$ cat config.mk
export PLATFORM = sky130hd
export DESIGN_NAME = exec_sequencer
export DESIGN_NICKNAME = d
export VERILOG_FILES = /design/src/rtl/exec_seq_pkg.sv /design/src/rtl/instr_class_decode.sv /design/src/rtl/exec_sequencer.sv
export SDC_FILE = /design/constraint.sdc
export NUM_CORES = 1
export LEC_CHECK = 0
export ABC_AREA = 1
export BUFFER_PORTS_ARGS = -buffer_cell sky130_fd_sc_hd__clkbuf_2
export CAP_MARGIN = 20
export CORE_MARGIN = 4
export CORE_UTILIZATION = 47
export DETAILED_ROUTE_END_ITERATION = 10
export PLACE_DENSITY = 0.82
export REMOVE_ABC_BUFFERS = 1
export SYNTH_ARGS = -nofsm -noshare
export SYNTH_HDL_FRONTEND = slang
export SYNTH_SLANG_ARGS = --single-unit
$ cat constraint.sdc
create_clock -name clk -period 1.4 [get_ports clk]
set_input_delay 0 -clock clk [delete_from_list [all_inputs] [get_ports clk]]
set_output_delay 0 -clock clk [all_outputs]
set_load 0.01 [all_outputs]
$ cat src/rtl/exec_seq_pkg.sv
`default_nettype none
// ============================================================================
// Module   : exec_seq_pkg
// Brief    : Shared opcode/function constants, write-destination encodings
//            and the sequencer state type for the execute-stage sequencer.
// Revision : 1.0  initial release
// ============================================================================
package exec_seq_pkg;

    // Opcode / function-field values recognised by the sequencer
    localparam logic [3:0] OP_TYPEA = 4'b1111;
    localparam logic [3:0] OP_HALT  = 4'b0000;
    localparam logic [3:0] FN_MUL   = 4'b0100;
    localparam logic [3:0] FN_DIV   = 4'b0101;
    localparam logic [3:0] FN_SWAP  = 4'b1000;

    // Register-file write-address select encodings
    localparam logic [1:0] WDST_RD = 2'b00;
    localparam logic [1:0] WDST_RS = 2'b01;
    localparam logic [1:0] WDST_HI = 2'b10;

    // Sequencer states
    typedef enum logic [2:0] {
        ST_IDLE     = 3'd0,
        ST_MD_WAIT  = 3'd1,
        ST_MD_WB_HI = 3'd2,
        ST_SWAP_WB2 = 3'd3,
        ST_HALT     = 3'd4
    } seq_state_t;

endpackage : exec_seq_pkg
`default_nettype wire

$ cat src/rtl/instr_class_decode.sv
`default_nettype none
// ============================================================================
// Module   : instr_class_decode
// Brief    : Combinational classification of opcode/func into the
//            instruction classes that need sequencer involvement.
// Revision : 1.0  initial release
// ============================================================================
module instr_class_decode
    import exec_seq_pkg::*;
(
    input  logic [3:0] i_opcode,
    input  logic [3:0] i_func,
    output logic       o_is_md,
    output logic       o_is_div,
    output logic       o_is_swap,
    output logic       o_is_halt
);

    logic w_typea;

    // Map opcode/func to instruction class flags
    always_comb begin
        w_typea   = (i_opcode == OP_TYPEA);
        o_is_div  = w_typea && (i_func == FN_DIV);
        o_is_md   = w_typea && ((i_func == FN_MUL) || (i_func == FN_DIV));
        o_is_swap = w_typea && (i_func == FN_SWAP);
        o_is_halt = (i_opcode == OP_HALT);
    end

endmodule : instr_class_decode
`default_nettype wire

$ cat src/rtl/exec_sequencer.sv
`default_nettype none
// ============================================================================
// Module   : exec_sequencer
// Brief    : Multi-cycle execution sequencer. Stalls the front end for
//            MUL/DIV/SWAP, launches the shared mul/div unit, owns the RF
//            write port for two-writeback sequences and latches HALT.
// Revision : 1.0  initial release
// ============================================================================
module exec_sequencer
    import exec_seq_pkg::*;
#(
    parameter int MD_LATENCY = 16,
    parameter int CNT_W      = $clog2(MD_LATENCY)
) (
    input  logic       clk,
    input  logic       rst_n,
    input  logic       instr_valid,
    input  logic [3:0] opcode,
    input  logic [3:0] func,
    output logic       md_start,
    output logic       md_op,
    input  logic       md_done,
    output logic       stall,
    output logic       seq_own,
    output logic       rf_we,
    output logic [1:0] wdst_sel,
    output logic       halted,
    output logic       md_timeout
);

    localparam logic [CNT_W-1:0] C_CNT_LAST = CNT_W'(MD_LATENCY - 1);

    seq_state_t       r_state;
    logic [CNT_W-1:0] r_cnt;
    logic             r_md_op;
    logic             r_md_timeout;

    logic w_is_md;
    logic w_is_div;
    logic w_is_swap;
    logic w_is_halt;
    logic w_accept;

    instr_class_decode u_decode (
        .i_opcode  (opcode),
        .i_func    (func),
        .o_is_md   (w_is_md),
        .o_is_div  (w_is_div),
        .o_is_swap (w_is_swap),
        .o_is_halt (w_is_halt)
    );

    // An instruction is only taken in IDLE; rst_n gating keeps every output
    // low while reset is held, even if a valid MUL/SWAP sits on the inputs.
    assign w_accept   = rst_n && instr_valid && (r_state == ST_IDLE);
    assign md_timeout = r_md_timeout;

    // State, wait counter, latched operation and sticky timeout flag
    always_ff @(posedge clk or negedge rst_n) begin
        if (!rst_n) begin
            r_state      <= ST_IDLE;
            r_cnt        <= '0;
            r_md_op      <= 1'b0;
            r_md_timeout <= 1'b0;
        end else begin
            case (r_state)
                ST_IDLE: begin
                    if (instr_valid) begin
                        if (w_is_md) begin
                            r_md_op <= w_is_div;
                            r_cnt   <= '0;
                            r_state <= ST_MD_WAIT;
                        end else if (w_is_swap) begin
                            r_state <= ST_SWAP_WB2;
                        end else if (w_is_halt) begin
                            r_state <= ST_HALT;
                        end
                    end
                end
                ST_MD_WAIT: begin
                    // A done arriving on the last allowed cycle still wins
                    if (md_done) begin
                        r_state <= ST_MD_WB_HI;
                    end else if (r_cnt == C_CNT_LAST) begin
                        r_md_timeout <= 1'b1;
                        r_state      <= ST_IDLE;
                    end else begin
                        r_cnt <= r_cnt + 1'b1;
                    end
                end
                ST_MD_WB_HI: r_state <= ST_IDLE;
                ST_SWAP_WB2: r_state <= ST_IDLE;
                ST_HALT:     r_state <= ST_HALT;
                default:     r_state <= ST_IDLE;
            endcase
        end
    end

    // Control outputs: the issue cycle reacts to the decoded instruction in
    // the same cycle, later cycles follow the state. md_op is only driven
    // while the mul/div operation is in flight so idle outputs stay at zero.
    always_comb begin
        md_start = 1'b0;
        md_op    = 1'b0;
        stall    = 1'b0;
        seq_own  = 1'b0;
        rf_we    = 1'b0;
        wdst_sel = WDST_RD;
        halted   = 1'b0;
        case (r_state)
            ST_IDLE: begin
                if (w_accept && w_is_md) begin
                    md_start = 1'b1;
                    md_op    = w_is_div;
                    stall    = 1'b1;
                end else if (w_accept && w_is_swap) begin
                    seq_own  = 1'b1;
                    rf_we    = 1'b1;
                    wdst_sel = WDST_RD;
                    stall    = 1'b1;
                end
            end
            ST_MD_WAIT: begin
                stall = 1'b1;
                md_op = r_md_op;
                if (md_done) begin
                    seq_own  = 1'b1;
                    rf_we    = 1'b1;
                    wdst_sel = WDST_RD;
                end
            end
            ST_MD_WB_HI: begin
                seq_own  = 1'b1;
                rf_we    = 1'b1;
                wdst_sel = WDST_HI;
            end
            ST_SWAP_WB2: begin
                seq_own  = 1'b1;
                rf_we    = 1'b1;
                wdst_sel = WDST_RS;
            end
            ST_HALT: begin
                halted = 1'b1;
                stall  = 1'b1;
            end
            default: begin
                stall = 1'b0;
            end
        endcase
    end

endmodule : exec_sequencer
`default_nettype wire

==> results of run 1 <==
-- critical path: stages (launching register included) --
cell      delay, ns
dfrtp_1        0.40
inv_2          0.09
nand3_4        0.08
inv_4          0.08
nand4_2        0.10
nor2_2         0.12
nand2_1        0.06
nand2_1        0.06
clkbuf_2       0.12
-- state kept, by name, indices dropped and copies added (netlist names) --
signal and cells:
r_cnt 4, md_timeout 1, r_md_op 1, r_state 3
-- cell usage after synthesis (2+ instances only) --
library cell,n
nand3_4,2
nor2_2,4
xnor2_1,2
nand4_1,2
inv_2,5
nand3_1,7
nor2_1,10
nor3_1,3
nand2_1,27
inv_1,11
dfrtp_1,9
a21oi_1,2
o21ai_0,2
-- cell type report --
cell class,instances,area [um2],area share
multi-input combinational,71,422,0.446
sequential,9,226,0.239
timing repair buffer,31,190,0.201
inverter,16,62.6,0.0661
clock buffer,4,26.3,0.0278
tap,15,18.8,0.0198
-- worst paths after layout --
check                      slack (ns)                     end  cells after the start                    from
setup / recovery                 0.02                   md_op                      8  r_state[1]$_DFFE_PN0P_
min in group asynchronous        0.14  r_state[1]$_DFFE_PN0P_                      2                   rst_n
hold / removal                    0.1     r_md_op$_DFFE_PN0P_                      3             instr_valid
max in group asynchronous        0.99  r_state[0]$_DFFE_PN0P_                      2                   rst_n
hold reg to reg                  0.50     r_md_op$_DFFE_PN0P_                      2     r_md_op$_DFFE_PN0P_
setup reg to reg                 0.10    r_cnt[0]$_DFFE_PN0P_                      7  r_state[1]$_DFFE_PN0P_
-- through the flow --
step / power [mW] / instances
final: 0.599 / 146
after global routing: 0.639 / 146
after CTS: 0.604 / 146
after detailed placement: 0.373 / 131
after global placement: 0.370 / 131
after floorplan: 0.332 / 96
-- kinds of logic (layout without fill, tap and decap cells) --
family                   after synthesis  in the layout
AND/OR/NAND/NOR                       60             60
adder cells (fa/ha/maj)                1              1
XOR/XNOR                               2              2
buffers and inverters                 17             51
flip-flops                             9              9
AO/OA/AOI/OAI                          8              8
-- report_power, final --
group / switching [mW] / total, mW / internal, mW
sequential: 0.00445 / 0.271 / 0.267
combinational: 0.0687 / 0.123 / 0.0541
clock: 0.0953 / 0.205 / 0.110
total: 0.168 / 0.599 / 0.431
-- metal layers --
layer / global-route usage / vias to the layer above / part of all wire
met4: 0.108 / 0 / 0.026
met2: 0.371 / 20 / 0.53
li1: - / 381 / -
met1: 0.232 / 333 / 0.41
met3: 0.0352 / 8 / 0.041
met5: 0 / - / 0
-- repair_timing --
item	CTS	global route
resized for setup	3	6
setup buffers	8	0
hold endpoints to repair	11	0
pin swaps	1	2
endpoints found under the setup margin	5	10
gates cloned	0	0
hold buffers	3	0
==> results.yml, run 1 <==
final_layout:
  nets: 145
  n_antenna_cell: 0
  layout_common_cells: "nand2_1 (26), clkbuf_2 (18), inv_1 (11)"
  fin_util: 0.701
  design_area_um2: 946
  fillers: 106
  syn2layout_area_growth_pct: 36.2
  drive_gt1_frac: 0.397
  layout_commonest_cell: "nand2_1"
global_route:
  antenna_found_initial: 0
  grt_pass1_wl_um: 3130
  grt_usage: 0.208
  grt_max_degree: 12
  grt_pass1_vias: 737
  grt-ovfl-total: 0
route:
  drt-pass1-iter-count: 4
  routed_wl_um: 1850
  drt_iter0_drc: 20
  drc: 0
  vias: 742
  routedWlPerCell_um: 12.7
  viasPerCell: 5.08
  ant_nets: 0
power_and_ir_drop:
  power_density_mw_per_mm2: 633
  ir_worst_vdd_mv: 0.533
  leakagePower_nw: 0.551
synth:
  synthTopCellsByArea: "dfrtp_1 (32%), nand2_1 (15%), inv_1 (5.9%)"
  ys_types: 24
  synthAdderAreaFrac: 0.0180
  yosys_warnings: 0
  synthXorXnorAreaFrac: 0.0252
  async_reset_ff_frac: 1.00
  synthSimpleGateAreaFrac: 0.463
  synthMuxAreaShare: 0
  synth_top_area_frac: 0.324
  synth_area_leader_cell: "dfrtp_1"
  synth_edf_count: 0
  synth_seq_cells: 9
  syn-mean-instance-area_um2: 7.16
  synth-seq-area-share: 0.324
  synth_top_family_by_area: "simple AND/OR/NAND/NOR gates"
  ys.flop_type: "dfrtp_1"
  syn_inst: 97
  syn_area_um2: 694
  synth_compound_area_frac: 0.0721
sta:
  finalHoldViolations: 0
  fmax_mhz: 727
  maxSlewHeadroom: 0.802
  rsz0062_at_grt: "yes"
  tightest_slew_ns: 0.298
  finalClockSkew_ns: 0.0126
  min_period_over_period: 0.983
  hold-worst-slack_ns: 0.0960
  fin_ws_ns: 0.0242
  tns_ns: 0
  slew_violations: 0
  setup_viol: 0
  min_period_ns: 1.38
setup_path:
  critPathArrivalTime_ns: 1.38
  end_kind: "output port"
  critical_path_required_ns: 1.40
  setup.worst_path.class: "reg2out"
  critPathMaxFanout: 4
  crit_path_start_kind: "register"
floorplan:
  die_h_um: 46.4
  start_util: 0.514
  rows: 13
  io_pins: 21
  coreArea_mm2: 0.00135
  dieArea_mm2: 0.00216
  die_w_um: 46.4
cts:
  numCtsBuffers: 3
  htree_levels: 1
  clock_latency_ns: 0.27
  clkTransAtPathRegs_ns: 0.07
  cts_tree: "yes"
  cts-root-buf: "clkbuf_4"
  cts_buffer_depth: 2
  clkSinkCount: 9
placed_design:
  dp_hpwl_um: 1260
  pre_cts_ws_ns: 0.0491
  globalplace.congestion: 0.867
  portBuffers: 20
  placed_cell_area_um2: 806
status:
  outcome: "complete, no violations"
run:
  maxCapViolations: 0
worst_hold_path:
  holdCritPathClass: "in2reg"
Power figures use the tool's default switching activity.
==> run 2, diff against run 1 <==
Settings changed: BUFFER_PORTS_ARGS -buffer_cell sky130_fd_sc_hd__clkbuf_2 to -buffer_cell sky130_fd_sc_hd__buf_2, TNS_END_PERCENT from default to 50.
==> results.yml, run 2 (synthesis gave the netlist of run 1 again) <==
route:
  viasPerCell: 5.23
  routedWlPerCell_um: 12.1
  drc: 0
  drt-pass1-iter-count: 5
  ant_nets: 0
  routed_wl_um: 1750
  drt_iter0_drc: 15
  vias: 753
sta:
  tightest_slew_ns: 0.296
  slew_violations: 0
  min_period_over_period: 0.984
  fmax_mhz: 726
  fin_ws_ns: 0.0227
  tns_ns: 0
  maxSlewHeadroom: 0.801
  setup_viol: 0
  min_period_ns: 1.38
  finalHoldViolations: 0
  finalClockSkew_ns: 0.00634
  hold-worst-slack_ns: 0.0890
  rsz0062_at_grt: "yes"
final_layout:
  n_antenna_cell: 0
  nets: 143
  fin_cells: 144
  fillers: 117
  regMostFlops: "r_cnt"
  layout_commonest_cell: "nand2_1"
  largest_registers: "r_cnt: 4 flops, r_state: 3 flops"
  largest_reg_flops: 4
  drive_gt1_frac: 0.364
  layout_common_cells: "nand2_1 (27), buf_2 (20), inv_1 (11)"
  syn2layout_area_growth_pct: 33.9
run:
  maxCapViolations: 0
setup_path:
  setup.worst_path.class: "reg2out"
  crit_path_start_kind: "register"
  critPathArrivalTime_ns: 1.38
  critical_path_required_ns: 1.40
  timing.rr.end: "r_cnt[0]$_DFFE_PN0P_"
  critPathLaunch: "r_state[1]$_DFFE_PN0P_"
  reg2reg_from: "r_cnt[0]$_DFFE_PN0P_"
  cp-endpoint: "stall"
  critPathMaxFanout: 4
  end_kind: "output port"
  rrSetupSlack_ns: 0.06
  reg2reg_depth: 7
global_route:
  grt_max_degree: 12
  grt_pass1_vias: 679
  grt_pass1_wl_um: 2880
  grt-ovfl-total: 0
  antenna_found_initial: 0
  grt_usage: 0.192
worst_hold_path:
  hp-start: "instr_valid"
  holdCritPathClass: "in2reg"
cts:
  htree_levels: 1
  cts_buffer_depth: 2
  clkTransAtPathRegs_ns: 0.07
  cts_tree: "yes"
  clock_latency_ns: 0.27
  numCtsBuffers: 3
  clkSinkCount: 9
  cts-root-buf: "clkbuf_4"
floorplan:
  die_h_um: 46.4
  dieArea_mm2: 0.00216
  rows: 13
  coreArea_mm2: 0.00135
  die_w_um: 46.4
  start_util: 0.514
  io_pins: 21
placed_design:
  dp_hpwl_um: 1260
  pre_cts_ws_ns: 0.0605
  globalplace.congestion: 0.867
  dp.cells: 131
  portBuffers: 20
power_and_ir_drop:
  power_density_mw_per_mm2: 642
  leakagePower_nw: 0.535
  ir_worst_vdd_mv: 0.480
status:
  outcome: "complete, no violations"
-- run 2: report_power, final --
| group | total, mW | internal, mW | switching [mW] | leakage, nW |
|---|---|---|---|---|
| Clock | 0.208 | 0.110 | 0.0976 | 0.0150 |
| Combinational | 0.119 | 0.0498 | 0.0689 | 0.398 |
| Sequential | 0.271 | 0.267 | 0.00411 | 0.121 |
-- run 2: worst min path at each step --
stage,end,slack [ns],depth (start not counted)
after global placement,r_state[1]$_DFFE_PN0P_,-0.12,1
after CTS,r_md_op$_DFFE_PN0P_,0.09,3
after floorplan,md_timeout$_DFFE_PN0P_,-0.30,0
after global routing,r_md_op$_DFFE_PN0P_,0.12,3
final,r_md_op$_DFFE_PN0P_,0.09,3
after detailed placement,r_state[1]$_DFFE_PN0P_,-0.12,1
-- run 2: layout make-up --
class / instances / area, um2 / share of cell area
Multi-Input combinational cell: 71 / 420 / 0.452
Sequential cell: 9 / 226 / 0.244
Timing Repair Buffer: 29 / 175 / 0.188
Inverter: 16 / 62.6 / 0.0673
Clock buffer: 4 / 26.3 / 0.0283
Tap cell: 15 / 18.8 / 0.0202
-- run 2: stage by stage --
step                      instance area (um2)   util  power (mW)
after floorplan                           687      -       0.332
after global placement                    806  0.597       0.369
after detailed placement                  806  0.597       0.373
after CTS                                 911  0.675       0.598
after global routing                      930  0.689       0.631
final                                     930  0.689       0.597
-- run 2: critical path: stages (launching register included) --
cell and delay [ns]:
dfrtp_1 0.39, inv_2 0.09, nand3_4 0.09, inv_4 0.09
nand3_2 0.07, a21o_1 0.17, nand3_1 0.07, buf_2 0.13
-- run 2: metal layers --
| layer | routed length, um | vias to the layer above | GRT usage | share of wire |
|---|---|---|---|---|
| met3 | 89 | 5 | 0.0234 | 0.051 |
| met1 | 712 | 352 | 0.226 | 0.41 |
| met4 | 30 | 0 | 0.0909 | 0.017 |
| li1 | - | 373 | - | - |
| met2 | 912 | 23 | 0.338 | 0.52 |
| met5 | 0 | - | 0 | 0 |
-- run 2: repair_timing --
item / in CTS / in global routing
setup endpoints to repair: 5 / 11
endpoints found under the hold margin: 11 / 0
pin swaps: 1 / 2
buffers inserted: 6 / 0
gates resized for setup: 2 / 3
hold buffers: 3 / 0
